$ cat config.mk
export PLATFORM = sky130hd
export DESIGN_NAME = fifo_stream_reader
export DESIGN_NICKNAME = d
export VERILOG_FILES = /design/src/rtl/fifo_stream_reader.sv
export SDC_FILE = /design/constraint.sdc
export NUM_CORES = 1
export LEC_CHECK = 0
export BUFFER_PORTS_ARGS = -buffer_cell sky130_fd_sc_hd__buf_2
export CAP_MARGIN = 10
export CORE_ASPECT_RATIO = 1.1
export CORE_UTILIZATION = 45
export CTS_CLUSTER_SIZE = 12
export DETAILED_ROUTE_END_ITERATION = 8
export GPL_ROUTABILITY_DRIVEN = 1
export GPL_TIMING_DRIVEN = 0
export SETUP_SLACK_MARGIN = 0.2
export SYNTH_ARGS = -nofsm -noshare
export SYNTH_HDL_FRONTEND = slang
export SYNTH_SLANG_ARGS = --single-unit
$ cat constraint.sdc
create_clock -name clk_i -period 3.45 [get_ports clk_i]
set_clock_uncertainty 0.05 [all_clocks]
set_input_delay 0.5175 -clock clk_i [delete_from_list [all_inputs] [get_ports clk_i]]
set_output_delay 0.5175 -clock clk_i [all_outputs]
set_load 0.03 [all_outputs]
$ cat src/rtl/fifo_stream_reader.sv
// fifo_stream_reader
//
// Read-side consumer for the team's synchronous FIFO. A start command drains
// exactly len_i words from the FIFO read port. Each word passes through a
// 2-entry skid buffer onto a valid/ready stream. done_o pulses once after the
// last word has been accepted downstream.
//
// Optional build macro: FIFO_STREAM_READER_TIMEOUT_EN
//   When defined, a stall counter aborts a transfer after TIMEOUT_CYCLES
//   consecutive RUN cycles with no FIFO read and no stream handshake. An abort
//   sets err_o (sticky), flushes the skid buffer and pulses done_o.
//   When undefined, err_o is tied low and RUN waits forever.
//
// Ports:
//   clk_i         clock, all logic on posedge
//   reset_ni      asynchronous active-low reset
//   start_i       begin transfer (sampled in IDLE only)
//   len_i         words to transfer, latched with start_i
//   busy_o        high whenever not IDLE
//   done_o        one-cycle completion pulse
//   fifo_empty_i  FIFO empty flag
//   fifo_rd_en_o  FIFO read request (combinational)
//   fifo_dout_i   FIFO read data, valid the cycle after an accepted read
//   m_valid_o     stream valid
//   m_data_o      stream data (skid buffer head)
//   m_ready_i     downstream ready
//   err_o         timeout flag
module fifo_stream_reader #(
    parameter int unsigned WIDTH          = 8,
    parameter int unsigned LEN_W          = 8,
    parameter int unsigned TIMEOUT_CYCLES = 255
) (
    input  logic             clk_i,
    input  logic             reset_ni,
    input  logic             start_i,
    input  logic [LEN_W-1:0] len_i,
    output logic             busy_o,
    output logic             done_o,
    input  logic             fifo_empty_i,
    output logic             fifo_rd_en_o,
    input  logic [WIDTH-1:0] fifo_dout_i,
    output logic             m_valid_o,
    output logic [WIDTH-1:0] m_data_o,
    input  logic             m_ready_i,
    output logic             err_o
);

    if (TIMEOUT_CYCLES == 0) begin : g_bad_timeout
        $error("TIMEOUT_CYCLES must be at least 1");
    end

    typedef enum logic [1:0] {StIdle, StRun, StDone} state_e;

    state_e           state_q, state_d;
    logic [LEN_W-1:0] len_q, len_d;
    logic [LEN_W-1:0] issued_q, issued_d;
    logic [LEN_W-1:0] accepted_q, accepted_d;
    logic             inflight_q, inflight_d;
    logic [WIDTH-1:0] buf_q [2];
    logic             head_q, head_d;
    logic             tail_q, tail_d;
    logic [1:0]       count_q, count_d;

    logic       hs;
    logic       wr;
    logic       rd_en;
    logic [2:0] occ;
    logic       credit_ok;
    logic       timeout;

    assign m_valid_o = (count_q != 2'd0);
    assign m_data_o  = buf_q[head_q];
    assign hs        = m_valid_o && m_ready_i;
    // Data for a read issued last cycle arrives now.
    assign wr        = inflight_q;

    // Occupancy after this cycle. A slot drained by this cycle's handshake is
    // free for the read issued now, which sustains one word per cycle without
    // ever overflowing the two entries.
    assign occ       = {1'b0, count_q} + {2'b00, inflight_q} - {2'b00, hs};
    assign credit_ok = (occ < 3'd2);

    assign rd_en = (state_q == StRun) && !fifo_empty_i && (issued_q < len_q) && credit_ok;

    assign fifo_rd_en_o = rd_en;
    assign busy_o       = (state_q != StIdle);
    assign done_o       = (state_q == StDone);

`ifdef FIFO_STREAM_READER_TIMEOUT_EN
    localparam int unsigned StallW = $clog2(TIMEOUT_CYCLES + 1);

    logic [StallW-1:0] stall_q, stall_d;
    logic              err_q, err_d;

    // Fires on the last idle cycle so DONE is entered TIMEOUT_CYCLES cycles
    // after the last activity (or after RUN entry).
    assign timeout = (state_q == StRun) && !rd_en && !hs &&
                     (stall_q == StallW'(TIMEOUT_CYCLES - 1));

    always_comb begin
        stall_d = stall_q;
        if ((state_q != StRun) || rd_en || hs) begin
            stall_d = '0;
        end else begin
            stall_d = stall_q + StallW'(1);
        end
        err_d = err_q;
        if ((state_q == StIdle) && start_i) begin
            err_d = 1'b0;
        end
        if (timeout) begin
            err_d = 1'b1;
        end
    end

    always_ff @(posedge clk_i or negedge reset_ni) begin
        if (!reset_ni) begin
            stall_q <= '0;
            err_q   <= 1'b0;
        end else begin
            stall_q <= stall_d;
            err_q   <= err_d;
        end
    end

    assign err_o = err_q;
`else
    assign timeout = 1'b0;
    assign err_o   = 1'b0;
`endif

    // FSM and transfer counters
    always_comb begin
        state_d    = state_q;
        len_d      = len_q;
        issued_d   = issued_q;
        accepted_d = accepted_q;
        unique case (state_q)
            StIdle: begin
                if (start_i) begin
                    len_d      = len_i;
                    issued_d   = '0;
                    accepted_d = '0;
                    state_d    = (len_i == '0) ? StDone : StRun;
                end
            end
            StRun: begin
                if (rd_en) begin
                    issued_d = issued_q + LEN_W'(1);
                end
                if (hs) begin
                    accepted_d = accepted_q + LEN_W'(1);
                    if (accepted_q + LEN_W'(1) == len_q) begin
                        state_d = StDone;
                    end
                end
                if (timeout) begin
                    state_d = StDone;
                end
            end
            StDone: begin
                state_d = StIdle;
            end
            default: begin
                state_d = StIdle;
            end
        endcase
    end

    // Skid buffer pointers and occupancy
    always_comb begin
        inflight_d = rd_en;
        head_d     = hs ? ~head_q : head_q;
        tail_d     = wr ? ~tail_q : tail_q;
        case ({wr, hs})
            2'b10:   count_d = count_q + 2'd1;
            2'b01:   count_d = count_q - 2'd1;
            default: count_d = count_q;
        endcase
        if (timeout) begin
            inflight_d = 1'b0;
            head_d     = 1'b0;
            tail_d     = 1'b0;
            count_d    = 2'd0;
        end
    end

    always_ff @(posedge clk_i or negedge reset_ni) begin
        if (!reset_ni) begin
            state_q    <= StIdle;
            len_q      <= '0;
            issued_q   <= '0;
            accepted_q <= '0;
            inflight_q <= 1'b0;
            head_q     <= 1'b0;
            tail_q     <= 1'b0;
            count_q    <= 2'd0;
            buf_q[0]   <= '0;
            buf_q[1]   <= '0;
        end else begin
            state_q    <= state_d;
            len_q      <= len_d;
            issued_q   <= issued_d;
            accepted_q <= accepted_d;
            inflight_q <= inflight_d;
            head_q     <= head_d;
            tail_q     <= tail_d;
            count_q    <= count_d;
            if (wr && !timeout) begin
                buf_q[tail_q] <= fifo_dout_i;
            end
        end
    end

endmodule
Word-level counts from Yosys, hierarchy flattened
Index checks and enable logic that the tools add are counted.
Storage, ports and cells
  register bits after elaboration: 47
  bits of input ports: 21
  output and inout bits: 13
Operators by class
  add/subtract/negate cells: 6
  order comparisons: 5
  eq/ne operators: 9
  mux-type cells: 17
  bitwise logic cells: 4
  reduce and logical (&&, ||, !) cells: 16
Operator list (number)
  2-to-1 mux 8 bit: 7
  case mux 8 bit (2 select lines): 2
  adder 8 x 1 -> 8 bit (second input constant): 2
  bitwise mux 16 bit: 1
  AND reduction 3 bit: 3
  demux 8 bit (select 1 bit): 1
  == test 8 bit: 1
  zero test 8 bit: 1
  < comparator 8 bit: 1
  2-to-1 mux 2 bit: 4
  case mux 2 bit (2 select lines): 2
  nonzero test 2 bit: 4
  inequality test 2 bit (second input constant): 3
  logical AND 1 bit: 5
  == test 2 x 1 -> 1 bit (second input constant): 2
  == test 2 bit (second input constant): 2
  >= comparator 2 bit (second input constant): 2
  NOT 1 -> 2 bit: 2
  adder 2 x 1 -> 3 bit: 1
  < comparator 3 x 2 -> 1 bit (second input constant): 1
  subtractor 3 x 1 -> 3 bit: 1
  adder 2 x 1 -> 2 bit (second input constant): 1
  zero test 2 bit: 1
  < comparator 2 x 1 -> 1 bit (second input constant): 1
  5 further kinds: 6

Logic depth before layout (Yosys ltp)
Gate-level depths: netlist of the first run.
  depth in word-level cells: 7
  mapped depth: 9

Least setup slack after synthesis of the first run
No wires, ideal clock.
  kind: input to register
  start: input m_ready_i
  end: register issued_q[0]
  setup time: 125 ps
  arrival time: 2730 ps
  slack: 545 ps
  cell stages on the path: 9
  buffers on the path: 0
  cell sequence: nand2b_1 nor2_1 o21ai_0 fa_1 xnor2_1 nand4_1 a21oi_1 nand2b_1 mux2_2
On the way
  longest elaborated chain between the ends: 6
RTL lines
  from (decl): line 44  | input logic m_ready_i,
  logical AND 1 bit: line 73  | assign hs = m_valid_o && m_ready_i;
  subtractor 3 x 1 -> 3 bit: line 80  | assign occ = {1'b0, count_q} + {2'b00, inflight_q} - {2'b00, hs};
  < comparator 3 x 2 -> 1 bit: line 81  | assign credit_ok = (occ < 3'd2);
  logical AND 1 bit: line 83  | assign rd_en = (state_q == StRun) && !fifo_empty_i && (issued_q < len_q) && credit_ok;
  via fifo_rd_en_o: line 40  | output logic fifo_rd_en_o,
  inequality test 2 bit (no line)
  AND reduction 3 bit (no line)
  to (signal assigned): line 203  | issued_q <= issued_d;
  to (decl): line 56  | logic [LEN_W-1:0] issued_q, issued_d;
The timed path passes the listed nets, and every way through them passes these cells.
A chain may end at the register's enable or synchronous reset.

Final worst setup path of the first run
  start: register count_q[1]
  end: output fifo_rd_en_o
On the way
  longest elaborated chain between the ends: 5
  elaborated cells between the ends (all ways): 6
  those cells by class: add/sub (2); order compare (1); reduce/logical (3)
RTL lines
  from (decl): line 62  | logic [1:0] count_q, count_d;
  from (signal assigned): line 208  | count_q <= count_d;
  branches (longest 2 deep; another with adder 2 x 1 -> 3 bit)
  subtractor 3 x 1 -> 3 bit *: line 80
  < comparator 3 x 2 -> 1 bit *: line 81
  logical AND 1 bit *: line 83
  to (decl): line 40
Mark *: on every way between the ends.

==> report_table.html, run 1 <==
<table>
<tr><th>Metric</th><th>Value</th></tr>
<tr><th colspan="2">Run status</th></tr>
<tr><td>Outcome</td><td>complete, no violations</td></tr>
<tr><th colspan="2">Timing</th></tr>
<tr><td>Final sum of negative setup slack</td><td>0 ns</td></tr>
<tr><td>Number of setup violations in the final report</td><td>0</td></tr>
<tr><td>Min setup slack post-route</td><td>0.413 ns</td></tr>
<tr><td>Transition time at the pin with the least slew margin</td><td>1.03 ns</td></tr>
<tr><td>Final Hold Vio Count</td><td>0</td></tr>
<tr><td>Share of the cycle needed by the critical path after routing</td><td>88.0%</td></tr>
<tr><td>Minimum period implied by the final worst setup slack</td><td>3.04 ns</td></tr>
<tr><td>Final-report max-slew violation count</td><td>0</td></tr>
<tr><td>Fin Hold WS</td><td>0.349 ns</td></tr>
<tr><td>Unrepaired setup endpoints after global routing</td><td>no</td></tr>
<tr><td>Worst slew margin relative to its limit</td><td>31.2%</td></tr>
<tr><td>Peak clock frequency supported by timing</td><td>0.329 GHz</td></tr>
<tr><th colspan="2">Synth</th></tr>
<tr><td>Mean Syn Cell Area</td><td>10.0 um^2</td></tr>
<tr><td>Synthesized instance count</td><td>258</td></tr>
<tr><td>Library cells used by synthesis</td><td>41</td></tr>
<tr><td>Synthesized cell area</td><td>2590 um^2</td></tr>
<tr><td>Number of nets produced by synthesis</td><td>289</td></tr>
<tr><td>Register area share after synthesis</td><td>45.5%</td></tr>
<tr><td>Number of enable-type register cells in the synthesized netlist</td><td>0</td></tr>
<tr><td>Post-synthesis sequential element count</td><td>47</td></tr>
<tr><td>Yosys synthesis warning count</td><td>0</td></tr>
<tr><td>Async set or reset register ratio after synthesis</td><td>100%</td></tr>
<tr><td>Predominant post-synthesis flop cell</td><td>sky130_fd_sc_hd__dfrtp_1</td></tr>
<tr><th colspan="2">CTS</th></tr>
<tr><td>CTS H-tree lvls</td><td>2</td></tr>
<tr><td>Clock-pin transition on the worst setup and hold timing paths</td><td>0.08 ns</td></tr>
<tr><td>Clock Tree Root</td><td>sky130_fd_sc_hd__clkbuf_8</td></tr>
<tr><td>Number of buffers between clock root and the deepest sink</td><td>2</td></tr>
<tr><td>Clock latency on the worst-skew pair</td><td>0.29 ns</td></tr>
<tr><td>TritonCTS clock tree</td><td>built</td></tr>
<tr><td>TritonCTS Buffers</td><td>5</td></tr>
<tr><td>Count of hold-fix buffers inserted at cts</td><td>0</td></tr>
<tr><td>Number of clock sinks</td><td>47</td></tr>
<tr><th colspan="2">Critical path</th></tr>
<tr><td>Slack of the worst reg-to-reg path</td><td>0.79 ns</td></tr>
<tr><td>Arrival time reported for the critical path endpoint</td><td>2.47 ns</td></tr>
<tr><td>Endpoint required time on the critical path</td><td>2.88 ns</td></tr>
<tr><td>Crit end category</td><td>output pin</td></tr>
<tr><td>Cell Chain, Critical Path</td><td>inv_1 &gt; nor2_1 &gt; o21ai_0 &gt; fa_1 &gt; xnor2_1 &gt; nand4_1 &gt; a21oi_2 &gt; buf_2</td></tr>
<tr><td>Reg-to-reg endpoint</td><td>issued_q[3]$_DFFE_PN0P_</td></tr>
<tr><td>Number of cells on the worst reg-to-reg path</td><td>9</td></tr>
<tr><td>CP max stage cell</td><td>sky130_fd_sc_hd__dfrtp_1</td></tr>
<tr><td>Critical path start-end classification</td><td>flop to output pin</td></tr>
<tr><td>Launch point of the worst reg-to-reg path</td><td>count_q[1]$_DFFE_PN0P_</td></tr>
<tr><td>Crit start category</td><td>flop</td></tr>
<tr><td>Crit Path Max Fanout</td><td>7</td></tr>
<tr><td>Critical Path Max Stage Delay</td><td>0.48 ns</td></tr>
<tr><th colspan="2">Drt</th></tr>
<tr><td>Total via count after detailed routing</td><td>1,947</td></tr>
<tr><td>First-pass iteration count of the detailed router</td><td>4</td></tr>
<tr><td>Post-route antenna net violation count</td><td>0</td></tr>
<tr><td>Violation count after the first detailed-routing iteration</td><td>78</td></tr>
<tr><td>Via density per instance</td><td>5.23</td></tr>
<tr><td>Routed length per instance</td><td>13.7 um</td></tr>
<tr><td>DRC violation count after routing</td><td>0</td></tr>
<tr><td>Total length of routed wires</td><td>5090 um</td></tr>
<tr><th colspan="2">Min path</th></tr>
<tr><td>Worst hold path type</td><td>input pin to async pin</td></tr>
<tr><th colspan="2">Placed design</th></tr>
<tr><td>Final RePlAce weighted congestion</td><td>0.802</td></tr>
<tr><td># port buffers</td><td>32</td></tr>
<tr><td>Post-Place Worst Slack</td><td>0.445 ns</td></tr>
<tr><td>Placed Instance Area</td><td>2840 um^2</td></tr>
<tr><td>DP Wirelength</td><td>3740 um</td></tr>
<tr><th colspan="2">Global route</th></tr>
<tr><td>Maximum number of pins on one net before global-route repair</td><td>48</td></tr>
<tr><td>Aggregate global-route resource usage</td><td>18.5%</td></tr>
<tr><td>Overflow after GRT</td><td>0</td></tr>
<tr><td>Wire length of the first global-routing pass</td><td>8390 um</td></tr>
<tr><td>Number of global-route vias before repair</td><td>1,784</td></tr>
<tr><td>Number of antenna violations at the first check in global routing</td><td>0</td></tr>
<tr><th colspan="2">Cells and area</th></tr>
<tr><td>Diode count</td><td>0</td></tr>
<tr><td>Finished Core Util</td><td>54.0%</td></tr>
<tr><td>Post-route cell area</td><td>2950 um^2</td></tr>
<tr><td>Share of cells above drive strength 1</td><td>26.3%</td></tr>
<tr><td>Post-layout net count</td><td>328</td></tr>
<tr><td>Signed area change from the synthesized netlist to the final layout</td><td>14.1%</td></tr>
<tr><th colspan="2">Job</th></tr>
<tr><td>Number of max-cap violations</td><td>0</td></tr>
<tr><th colspan="2">Floorplanning</th></tr>
<tr><td>Ports</td><td>34</td></tr>
<tr><td>Chip height</td><td>81.5 um</td></tr>
<tr><td>Core region area</td><td>5470 um^2</td></tr>
<tr><td>Die ar.</td><td>6050 um^2</td></tr>
<tr><td>Row Count</td><td>28</td></tr>
<tr><td>Initial cell density of the core</td><td>47.3%</td></tr>
<tr><td>Horizontal die dimension</td><td>74.3 um</td></tr>
<tr><th colspan="2">Power</th></tr>
<tr><td>IR drop worst, VDD</td><td>0.395 mV</td></tr>
<tr><td>Power per unit of standard cell area</td><td>784 nW/um^2</td></tr>
<tr><td>Leakage power summed over all cells</td><td>1.36 nW</td></tr>
</table>
==> worst max path at each step <==
| stage | startpoint | to | slack (ns) | depth (start not counted) |
|---|---|---|---|---|
| 3_5_place_dp | m_ready_i | fifo_rd_en_o | 0.45 | 9 |
| 4_1_cts | count_q[1]$_DFFE_PN0P_ | fifo_rd_en_o | 0.29 | 8 |
| 2_1_floorplan | m_ready_i | issued_q[0]$_DFFE_PN0P_ | 0.55 | 9 |
| 3_3_place_gp | m_ready_i | fifo_rd_en_o | 0.47 | 9 |
| 5_1_grt | count_q[1]$_DFFE_PN0P_ | fifo_rd_en_o | 0.21 | 8 |
| 6_report | count_q[1]$_DFFE_PN0P_ | fifo_rd_en_o | 0.41 | 8 |
==> power by group <==
group          internal [mW]  switching (mW)  leakage, nW
clock                  0.212           0.182       0.0502
sequential             0.737           0.129        0.549
combinational          0.469           0.583        0.763
total                   1.42           0.894         1.36
==> cells by family after synthesis <==
family / synth area share, %
flops: 45.5
simple gates: 15.9
compound gates: 12.2
xor+xnor: 4.40
mux: 12.5
other cells: 0.145
fa+ha+maj: 5.13
buf+inv: 4.26
==> Yosys cell counts (2+ instances only) <==
master	number	share of area (%)
sky130_fd_sc_hd__o31ai_1	3	0.87
sky130_fd_sc_hd__ha_1	9	4.4
sky130_fd_sc_hd__and3_1	4	0.97
sky130_fd_sc_hd__mux2_2	26	11
sky130_fd_sc_hd__o21ai_0	20	3.9
sky130_fd_sc_hd__a2111oi_2	2	1.2
sky130_fd_sc_hd__inv_1	15	2.2
sky130_fd_sc_hd__a211oi_1	2	0.58
sky130_fd_sc_hd__and2_1	6	1.5
sky130_fd_sc_hd__nor2_1	16	2.3
sky130_fd_sc_hd__a21oi_1	10	1.9
sky130_fd_sc_hd__nor3_1	3	0.58
sky130_fd_sc_hd__mux2i_1	3	1.2
sky130_fd_sc_hd__clkbuf_1	6	0.87
sky130_fd_sc_hd__nor2b_1	3	0.73
sky130_fd_sc_hd__nand4_1	5	1.2
sky130_fd_sc_hd__xnor2_1	8	2.7
sky130_fd_sc_hd__dfrtp_1	47	45
sky130_fd_sc_hd__xor2_1	5	1.7
sky130_fd_sc_hd__nand3_1	7	1.4
sky130_fd_sc_hd__nor4_1	2	0.48
sky130_fd_sc_hd__o211ai_1	2	0.58
sky130_fd_sc_hd__clkbuf_2	2	0.39
sky130_fd_sc_hd__nand2_1	30	4.4
sky130_fd_sc_hd__nand2b_1	6	1.5
==> stage by stage <==
stage	std cells	power, mW
after detailed placement	365	1.94
final	372	2.31
after CTS	372	2.34
after global routing	372	2.49
after floorplan	258	1.69
after global placement	365	1.91
==> layout make-up <==
type	count	area, um^2
Inverter	15	56.3
Tap cell	75	93.8
Fill cell	518	2510
Clock inverter	2	37.5
Multi-Input combinational cell	186	1300
Sequential cell	47	1180
Clock buffer	5	68.8
Buffer	10	53.8
Timing Repair Buffer	32	160
==> cell usage in the layout, fill, tap and decap left out, types with 2 or more instances in the layout <==
cell                         n
sky130_fd_sc_hd__and2_1      6
sky130_fd_sc_hd__and3_1      4
sky130_fd_sc_hd__nand2b_1    6
sky130_fd_sc_hd__nor2_1     16
sky130_fd_sc_hd__o211ai_1    2
sky130_fd_sc_hd__mux2i_1     3
sky130_fd_sc_hd__xnor2_1     8
sky130_fd_sc_hd__clkbuf_1    6
sky130_fd_sc_hd__a21oi_1     9
sky130_fd_sc_hd__ha_1        9
sky130_fd_sc_hd__nor3_1      3
sky130_fd_sc_hd__buf_2      32
sky130_fd_sc_hd__clkbuf_2    2
sky130_fd_sc_hd__clkbuf_8    6
sky130_fd_sc_hd__nor4_1      2
sky130_fd_sc_hd__inv_1      15
sky130_fd_sc_hd__mux2_2     26
sky130_fd_sc_hd__nand4_1     5
sky130_fd_sc_hd__dfrtp_1    47
sky130_fd_sc_hd__o31ai_1     3
sky130_fd_sc_hd__a211oi_1    2
sky130_fd_sc_hd__a2111oi_2   2
sky130_fd_sc_hd__nor2b_1     3
sky130_fd_sc_hd__nand3_1     7
sky130_fd_sc_hd__o21ai_0    20
sky130_fd_sc_hd__xor2_1      5
sky130_fd_sc_hd__nand2_1    30
==> critical path, delay by kind of cell, from the launching register on <==
kind                     cells  cell delay (ns)
XOR/XNOR                     1             0.17
buffers and inverters        2             0.29
AND/OR/NAND/NOR              2             0.43
adder cells (fa/ha/maj)      1             0.40
flip-flops                   1             0.48
AO/OA/AOI/OAI                2             0.39
==> flip-flops by register name, indices dropped and copies added (netlist names) <==
| signal | cells |
|---|---|
| len_q | 8 |
| inflight_q | 1 |
| tail_q | 1 |
| state_q | 2 |
| buf_q | 16 |
| accepted_q | 8 |
| head_q | 1 |
| issued_q | 8 |
| count_q | 2 |
==> layer usage <==
metal / routed length [um] / track usage (%)
met1: 2410 / 24.9
met2: 2500 / 29.9
met3: 113 / 3.68
met4: 72 / 6.23
met5: 0 / 0
==> timing repair <==
| action | in CTS | in global routing |
|---|---|---|
| buffers inserted | 0 | 0 |
| gates resized for setup | 0 | 1 |
| setup endpoints to repair | 0 | 1 |
Power figures use the tool's default switching activity.
==> run 2, diff against run 1 <==
CORE_MARGIN = 2   (was not set)
==> run 2 against run 1 <==
Compared with the run above: first-iteration DRC count increased by 26%; utilization is 0.30 points higher; maximum frequency rose by 1.9%; global-route usage decreased by 1.2 points; largest cell class unchanged; register-to-register slack gained 0.06 ns.
==> report_table.html, run 2 (synthesis gave the netlist of run 1 again) <==
<table>
<tr><th>Metric</th><th>Value</th></tr>
<tr><th colspan="2">Critical path</th></tr>
<tr><td>Launch point of the worst reg-to-reg path</td><td>count_q[0]$_DFFE_PN0P_</td></tr>
<tr><td>Critical Path Max Stage Delay</td><td>0.40 ns</td></tr>
<tr><td>Termination of the worst setup path</td><td>fifo_rd_en_o</td></tr>
<tr><td>Arrival time reported for the critical path endpoint</td><td>2.41 ns</td></tr>
<tr><td>Number of cells on the worst reg-to-reg path</td><td>9</td></tr>
<tr><td>CP max stage cell</td><td>sky130_fd_sc_hd__fa_1</td></tr>
<tr><td>Crit start category</td><td>flop</td></tr>
<tr><td>Launch point of the worst path</td><td>count_q[0]$_DFFE_PN0P_</td></tr>
<tr><td>Slack of the worst reg-to-reg path</td><td>0.85 ns</td></tr>
<tr><td>Endpoint required time on the critical path</td><td>2.88 ns</td></tr>
<tr><td>Crit end category</td><td>output pin</td></tr>
<tr><td>Cell Chain, Critical Path</td><td>nand2b_1 &gt; nor2_1 &gt; o21ai_0 &gt; fa_1 &gt; xnor2_1 &gt; nand4_1 &gt; a21oi_2 &gt; buf_2</td></tr>
<tr><td>Critical path start-end classification</td><td>flop to output pin</td></tr>
<tr><td>Crit Path Max Fanout</td><td>4</td></tr>
<tr><td>Reg-to-reg endpoint</td><td>issued_q[3]$_DFFE_PN0P_</td></tr>
<tr><th colspan="2">Timing</th></tr>
<tr><td>Share of the cycle needed by the critical path after routing</td><td>86.4%</td></tr>
<tr><td>Final sum of negative setup slack</td><td>0 ns</td></tr>
<tr><td>Fin Hold WS</td><td>0.346 ns</td></tr>
<tr><td>Worst slew margin relative to its limit</td><td>31.5%</td></tr>
<tr><td>Transition time at the pin with the least slew margin</td><td>1.03 ns</td></tr>
<tr><td>Final-report max-slew violation count</td><td>0</td></tr>
<tr><td>Unrepaired setup endpoints after global routing</td><td>no</td></tr>
<tr><td>Peak clock frequency supported by timing</td><td>0.336 GHz</td></tr>
<tr><td>Final Hold Vio Count</td><td>0</td></tr>
<tr><td>Number of setup violations in the final report</td><td>0</td></tr>
<tr><td>Minimum period implied by the final worst setup slack</td><td>2.98 ns</td></tr>
<tr><th colspan="2">Placed design</th></tr>
<tr><td># port buffers</td><td>32</td></tr>
<tr><td>Final RePlAce weighted congestion</td><td>0.807</td></tr>
<tr><td>DP Wirelength</td><td>3800 um</td></tr>
<tr><th colspan="2">Drt</th></tr>
<tr><td>Total length of routed wires</td><td>5080 um</td></tr>
<tr><td>Routed length per instance</td><td>13.6 um</td></tr>
<tr><td>Post-route antenna net violation count</td><td>0</td></tr>
<tr><td>Via density per instance</td><td>5.09</td></tr>
<tr><td>DRC violation count after routing</td><td>0</td></tr>
<tr><td>Total via count after detailed routing</td><td>1,898</td></tr>
<tr><td>Violation count after the first detailed-routing iteration</td><td>98</td></tr>
<tr><td>First-pass iteration count of the detailed router</td><td>4</td></tr>
<tr><th colspan="2">Floorplanning</th></tr>
<tr><td>Initial cell density of the core</td><td>47.3%</td></tr>
<tr><td>Chip height</td><td>83.5 um</td></tr>
<tr><td>Die ar.</td><td>6370 um^2</td></tr>
<tr><td>Horizontal die dimension</td><td>76.3 um</td></tr>
<tr><td>Core region area</td><td>5470 um^2</td></tr>
<tr><td>Ports</td><td>34</td></tr>
<tr><td>Row Count</td><td>28</td></tr>
<tr><th colspan="2">Cells and area</th></tr>
<tr><td>Most common library cell in the layout ignoring fill and taps</td><td>sky130_fd_sc_hd__dfrtp_1</td></tr>
<tr><td>Diode count</td><td>0</td></tr>
<tr><td>Finished Core Util</td><td>54.3%</td></tr>
<tr><td>Signed area change from the synthesized netlist to the final layout</td><td>14.7%</td></tr>
<tr><td>Post-layout net count</td><td>328</td></tr>
<tr><td>Largest register FFs</td><td>16</td></tr>
<tr><td>Top register by number of flip-flops</td><td>buf_q</td></tr>
<tr><td>Top library cells by usage in the layout, fill and taps aside</td><td>sky130_fd_sc_hd__dfrtp_1, sky130_fd_sc_hd__buf_2, sky130_fd_sc_hd__nand2_1</td></tr>
<tr><td>Share of cells above drive strength 1</td><td>26.8%</td></tr>
<tr><th colspan="2">Job</th></tr>
<tr><td>Number of max-cap violations</td><td>0</td></tr>
<tr><th colspan="2">Global route</th></tr>
<tr><td>Aggregate global-route resource usage</td><td>17.3%</td></tr>
<tr><td>Maximum number of pins on one net before global-route repair</td><td>48</td></tr>
<tr><td>Number of antenna violations at the first check in global routing</td><td>0</td></tr>
<tr><td>Wire length of the first global-routing pass</td><td>9030 um</td></tr>
<tr><td>Overflow after GRT</td><td>0</td></tr>
<tr><td>Number of global-route vias before repair</td><td>1,987</td></tr>
<tr><th colspan="2">CTS</th></tr>
<tr><td>Number of buffers between clock root and the deepest sink</td><td>2</td></tr>
<tr><td>Clock Tree Root</td><td>sky130_fd_sc_hd__clkbuf_8</td></tr>
<tr><td>Number of clock sinks</td><td>47</td></tr>
<tr><td>Clock latency on the worst-skew pair</td><td>0.29 ns</td></tr>
<tr><td>Clock-pin transition on the worst setup and hold timing paths</td><td>0.09 ns</td></tr>
<tr><td>Count of hold-fix buffers inserted at cts</td><td>0</td></tr>
<tr><td>TritonCTS Buffers</td><td>5</td></tr>
<tr><td>TritonCTS clock tree</td><td>built</td></tr>
<tr><td>CTS H-tree lvls</td><td>2</td></tr>
<tr><th colspan="2">Min path</th></tr>
<tr><td>Worst hold path type</td><td>input pin to async pin</td></tr>
<tr><th colspan="2">Power</th></tr>
<tr><td>Power per unit of standard cell area</td><td>792 nW/um^2</td></tr>
<tr><td>Leakage power summed over all cells</td><td>1.37 nW</td></tr>
<tr><td>IR drop worst, VDD</td><td>0.461 mV</td></tr>
<tr><th colspan="2">Run status</th></tr>
<tr><td>Outcome</td><td>complete, no violations</td></tr>
</table>
run 2: per-layer routing:
metal  routed length (um)  global-route usage [%]
met5                    0                       0
met1                 2400                    22.6
met4                   53                    5.79
met2                 2520                    29.7
met3                  105                    2.38
run 2: how the worst min path moves through the flow:
stage / startpoint / to / slack (ns) / cells past startpoint
final: reset_ni / state_q[1]$_DFFE_PN0P_ / 0.35 / 1
after global routing: fifo_dout_i[4] / buf_q[4]$_DFFE_PN0P_ / 0.40 / 2
after CTS: reset_ni / state_q[1]$_DFFE_PN0P_ / 0.39 / 1
after detailed placement: tail_q$_DFFE_PN0P_ / tail_q$_DFFE_PN0P_ / 0.44 / 1
after global placement: issued_q[7]$_DFFE_PN0P_ / issued_q[7]$_DFFE_PN0P_ / 0.43 / 1
after floorplan: reset_ni / accepted_q[0]$_DFFE_PN0P_ / 0.17 / 0
run 2: critical path: cells and delay by family, from the launching register on:
kind | cells | cell delay, ns
flip-flops | 1 | 0.39
adder cells (fa/ha/maj) | 1 | 0.40
AND/OR/NAND/NOR | 3 | 0.57
buffers and inverters | 1 | 0.23
XOR/XNOR | 1 | 0.16
AO/OA/AOI/OAI | 2 | 0.37
run 2: cell type report:
type	count	area, um^2
buffer	10	53.8
clock buffer	6	82.6
clock inverter	2	38.8
fill	519	2500
inverter	15	56.3
multi-input combinational	186	1300
sequential	47	1180
tap	75	93.8
timing repair buffer	32	160
run 2: power by group:
group	switching [mW]	internal [mW]	total, mW
Combinational	0.587	0.469	1.06
Sequential	0.129	0.738	0.867
Clock	0.189	0.238	0.427
Total	0.904	1.45	2.35
run 2: per-stage QoR:
| step | instance area, um^2 | power, mW | instances | setup slack, ns |
|---|---|---|---|---|
| 3_5_place_dp | 2840 | 1.94 | 365 | 0.490 |
| 6_report | 2970 | 2.35 | 373 | 0.470 |
| 3_3_place_gp | 2840 | 1.91 | 365 | 0.482 |
| 4_1_cts | 2960 | 2.38 | 373 | 0.347 |
| 5_1_grt | 2970 | 2.54 | 373 | 0.226 |
| 2_1_floorplan | 2590 | 1.69 | 258 | 0.545 |
run 2: repair_timing:
| action | 4_1_cts | 5_1_grt |
|---|---|---|
| hold endpoints to repair | 0 | 0 |
| resized for setup | 0 | 2 |
| endpoints found under the setup margin | 0 | 1 |
| buffers inserted | 0 | 0 |
==> run 3, diff against run 2 <==
CAP_MARGIN = 0   (was 10)
PLACE_DENSITY_LB_ADDON = 0.15   (was not set)
==> run 3 against run 2 <==
Compared with the run above: combinational power is essentially flat; non-clock buffer count is the same; cell area is essentially flat; worst setup slack gained 0.015 ns; sequential power is essentially flat; routed wire length shrank 3.1%; clock power is essentially flat; largest cell class unchanged.
==> report_table.html, run 3 (synthesis gave the netlist of run 1 again) <==
<table>
<tr><th>Metric</th><th>Value</th></tr>
<tr><th colspan="2">Run status</th></tr>
<tr><td>Outcome</td><td>complete, no violations</td></tr>
<tr><th colspan="2">CTS</th></tr>
<tr><td>Clock latency on the worst-skew pair</td><td>0.30 ns</td></tr>
<tr><td>Setup repair bufs after CTS</td><td>0</td></tr>
<tr><td>TritonCTS clock tree</td><td>built</td></tr>
<tr><td>Count of hold-fix buffers inserted at cts</td><td>0</td></tr>
<tr><td>Clock Tree Root</td><td>sky130_fd_sc_hd__clkbuf_8</td></tr>
<tr><td>CTS H-tree lvls</td><td>2</td></tr>
<tr><td>TritonCTS Buffers</td><td>5</td></tr>
<tr><td>Number of buffers between clock root and the deepest sink</td><td>2</td></tr>
<tr><td>Clock-pin transition on the worst setup and hold timing paths</td><td>0.09 ns</td></tr>
<tr><td>Number of clock sinks</td><td>47</td></tr>
<tr><th colspan="2">Critical path</th></tr>
<tr><td>Slack of the worst reg-to-reg path</td><td>0.89 ns</td></tr>
<tr><td>Crit start category</td><td>flop</td></tr>
<tr><td>Reg-to-reg endpoint</td><td>issued_q[3]$_DFFE_PN0P_</td></tr>
<tr><td>Launch point of the worst reg-to-reg path</td><td>count_q[1]$_DFFE_PN0P_</td></tr>
<tr><td>Combined buffer and inverter count along the critical path</td><td>2</td></tr>
<tr><td>Critical Path Max Stage Delay</td><td>0.48 ns</td></tr>
<tr><td>Number of cells on the worst reg-to-reg path</td><td>9</td></tr>
<tr><td>Crit end category</td><td>output pin</td></tr>
<tr><td>Critical path start-end classification</td><td>flop to output pin</td></tr>
<tr><td>CP max stage cell</td><td>sky130_fd_sc_hd__dfrtp_1</td></tr>
<tr><td>Endpoint required time on the critical path</td><td>2.88 ns</td></tr>
<tr><td>Arrival time reported for the critical path endpoint</td><td>2.40 ns</td></tr>
<tr><td>Family with the most delay on the worst path</td><td>flip-flops</td></tr>
<tr><td>Crit Path Max Fanout</td><td>7</td></tr>
<tr><td>Cell Chain, Critical Path</td><td>inv_1 &gt; nor2_2 &gt; o21ai_0 &gt; fa_1 &gt; xnor2_1 &gt; nand4_1 &gt; a21oi_2 &gt; buf_2</td></tr>
<tr><th colspan="2">Timing</th></tr>
<tr><td>Final sum of negative setup slack</td><td>0 ns</td></tr>
<tr><td>Unrepaired setup endpoints after global routing</td><td>no</td></tr>
<tr><td>Worst slew margin relative to its limit</td><td>31.4%</td></tr>
<tr><td>Share of the cycle needed by the critical path after routing</td><td>86.0%</td></tr>
<tr><td>Number of setup violations in the final report</td><td>0</td></tr>
<tr><td>Min setup slack post-route</td><td>0.484 ns</td></tr>
<tr><td>Peak clock frequency supported by timing</td><td>0.337 GHz</td></tr>
<tr><td>Final-report max-slew violation count</td><td>0</td></tr>
<tr><td>Transition time at the pin with the least slew margin</td><td>1.03 ns</td></tr>
<tr><td>Minimum period implied by the final worst setup slack</td><td>2.97 ns</td></tr>
<tr><td>Final Hold Vio Count</td><td>0</td></tr>
<tr><th colspan="2">Min path</th></tr>
<tr><td>Worst hold path type</td><td>input pin to async pin</td></tr>
<tr><th colspan="2">Drt</th></tr>
<tr><td>DRC violation count after routing</td><td>0</td></tr>
<tr><td>Post-route antenna net violation count</td><td>0</td></tr>
<tr><td>Routed length per instance</td><td>13.2 um</td></tr>
<tr><td>Total via count after detailed routing</td><td>1,891</td></tr>
<tr><td>Violation count after the first detailed-routing iteration</td><td>54</td></tr>
<tr><td>Via density per instance</td><td>5.07</td></tr>
<tr><td>First-pass iteration count of the detailed router</td><td>4</td></tr>
<tr><td>Total length of routed wires</td><td>4920 um</td></tr>
<tr><th colspan="2">Floorplanning</th></tr>
<tr><td>Row Count</td><td>28</td></tr>
<tr><td>Horizontal die dimension</td><td>76.3 um</td></tr>
<tr><td>Die ar.</td><td>6370 um^2</td></tr>
<tr><td>Ports</td><td>34</td></tr>
<tr><td>Core region area</td><td>5470 um^2</td></tr>
<tr><td>Initial cell density of the core</td><td>47.3%</td></tr>
<tr><td>Chip height</td><td>83.5 um</td></tr>
<tr><th colspan="2">Cells and area</th></tr>
<tr><td>Non-filler cells in the finished layout</td><td>373</td></tr>
<tr><td>Most common library cell in the layout ignoring fill and taps</td><td>sky130_fd_sc_hd__dfrtp_1</td></tr>
<tr><td>Top library cells by usage in the layout, fill and taps aside</td><td>sky130_fd_sc_hd__dfrtp_1, sky130_fd_sc_hd__buf_2, sky130_fd_sc_hd__nand2_1</td></tr>
<tr><td>Largest register FFs</td><td>16</td></tr>
<tr><td>Post-route cell area</td><td>2970 um^2</td></tr>
<tr><td>Post-layout net count</td><td>328</td></tr>
<tr><td>Filler cell count in the final layout</td><td>537</td></tr>
<tr><td>Top register by number of flip-flops</td><td>buf_q</td></tr>
<tr><td>Share of cells above drive strength 1</td><td>26.8%</td></tr>
<tr><td>Area of the multi-input gates</td><td>1310 um^2</td></tr>
<tr><td>Seq. cell area</td><td>1180 um^2</td></tr>
<tr><td>Diode count</td><td>0</td></tr>
<tr><td>Signed area change from the synthesized netlist to the final layout</td><td>14.8%</td></tr>
<tr><th colspan="2">Global route</th></tr>
<tr><td>Maximum number of pins on one net before global-route repair</td><td>48</td></tr>
<tr><td>Overflow after GRT</td><td>0</td></tr>
<tr><td>Aggregate global-route resource usage</td><td>16.6%</td></tr>
<tr><td>Wire length of the first global-routing pass</td><td>8580 um</td></tr>
<tr><td>Number of antenna violations at the first check in global routing</td><td>0</td></tr>
<tr><td>Number of global-route vias before repair</td><td>1,890</td></tr>
<tr><th colspan="2">Placed design</th></tr>
<tr><td>Post-Place Worst Slack</td><td>0.438 ns</td></tr>
<tr><td>Placed Instance Area</td><td>2840 um^2</td></tr>
<tr><td>Cell Count Post-Placement</td><td>365</td></tr>
<tr><td>Final RePlAce weighted congestion</td><td>0.813</td></tr>
<tr><td>DP Wirelength</td><td>3690 um</td></tr>
<tr><td># port buffers</td><td>32</td></tr>
<tr><th colspan="2">Power</th></tr>
<tr><td>IR drop worst, VDD</td><td>0.487 mV</td></tr>
<tr><td>Overall power of the completed layout</td><td>2.34 mW</td></tr>
<tr><td>Power per unit of standard cell area</td><td>789 nW/um^2</td></tr>
<tr><td>Leakage power summed over all cells</td><td>1.37 nW</td></tr>
<tr><th colspan="2">Job</th></tr>
<tr><td>Number of max-cap violations</td><td>0</td></tr>
</table>
[run 3: cell counts in the layout (fill, tap and decap cells not counted)]
No cell type changed its count.
[run 3: area by class of cell]
cell class	count	share of cell area (%)
inverter	15	1.90
clock inverter	2	1.31
timing repair buffer	32	5.40
multi-input combinational	186	44.0
buffer	10	1.81
tap	75	3.16
clock buffer	6	2.78
sequential	47	39.6
[run 3: stage by stage]
stage | hold WS, ns | utilization, %
after floorplan | 0.172 | -
after global placement | 0.426 | 52.0
after detailed placement | 0.433 | 52.0
after CTS | 0.382 | 54.2
after global routing | 0.388 | 54.3
final | 0.339 | 54.3
[run 3: routing by layer]
| layer | track usage (%) | vias to the layer above | routed length [um] |
|---|---|---|---|
| met5 | 0 | - | 0 |
| met4 | 5.45 | 0 | 85 |
| met3 | 3.25 | 8 | 97 |
| met2 | 27.0 | 18 | 2320 |
| met1 | 22.2 | 897 | 2420 |
| li1 | - | 968 | - |
[run 3: what timing repair did]
item | 4_1_cts | 5_1_grt
setup endpoints to repair | 0 | 1
resized for setup | 0 | 2
endpoints found under the hold margin | 0 | 0
[run 3: worst max path at each step]
| stage | from | end | cells past startpoint |
|---|---|---|---|
| detailed placement | m_ready_i | fifo_rd_en_o | 9 |
| CTS | count_q[1]$_DFFE_PN0P_ | fifo_rd_en_o | 8 |
| global route | count_q[1]$_DFFE_PN0P_ | fifo_rd_en_o | 8 |
| global placement | m_ready_i | fifo_rd_en_o | 9 |
| finish | count_q[1]$_DFFE_PN0P_ | fifo_rd_en_o | 8 |
| floorplan | m_ready_i | issued_q[0]$_DFFE_PN0P_ | 9 |
[run 3: where the power goes]
group	switching [mW]	internal, mW	total, mW
Sequential	0.126	0.737	0.864
Combinational	0.579	0.469	1.05
Clock	0.191	0.238	0.430
Total	0.897	1.44	2.34
[run 3: worst register-to-register path: cells and delay by family (launching register included)]
kind,cells,cell delay (ns)
adders and majority gates,1,0.40
DFF,1,0.48
and+or+nand+nor,2,0.39
buffers and inverters,1,0.08
AOI/OAI and AO/OA,4,0.92
xor gates and xnor gates,1,0.15
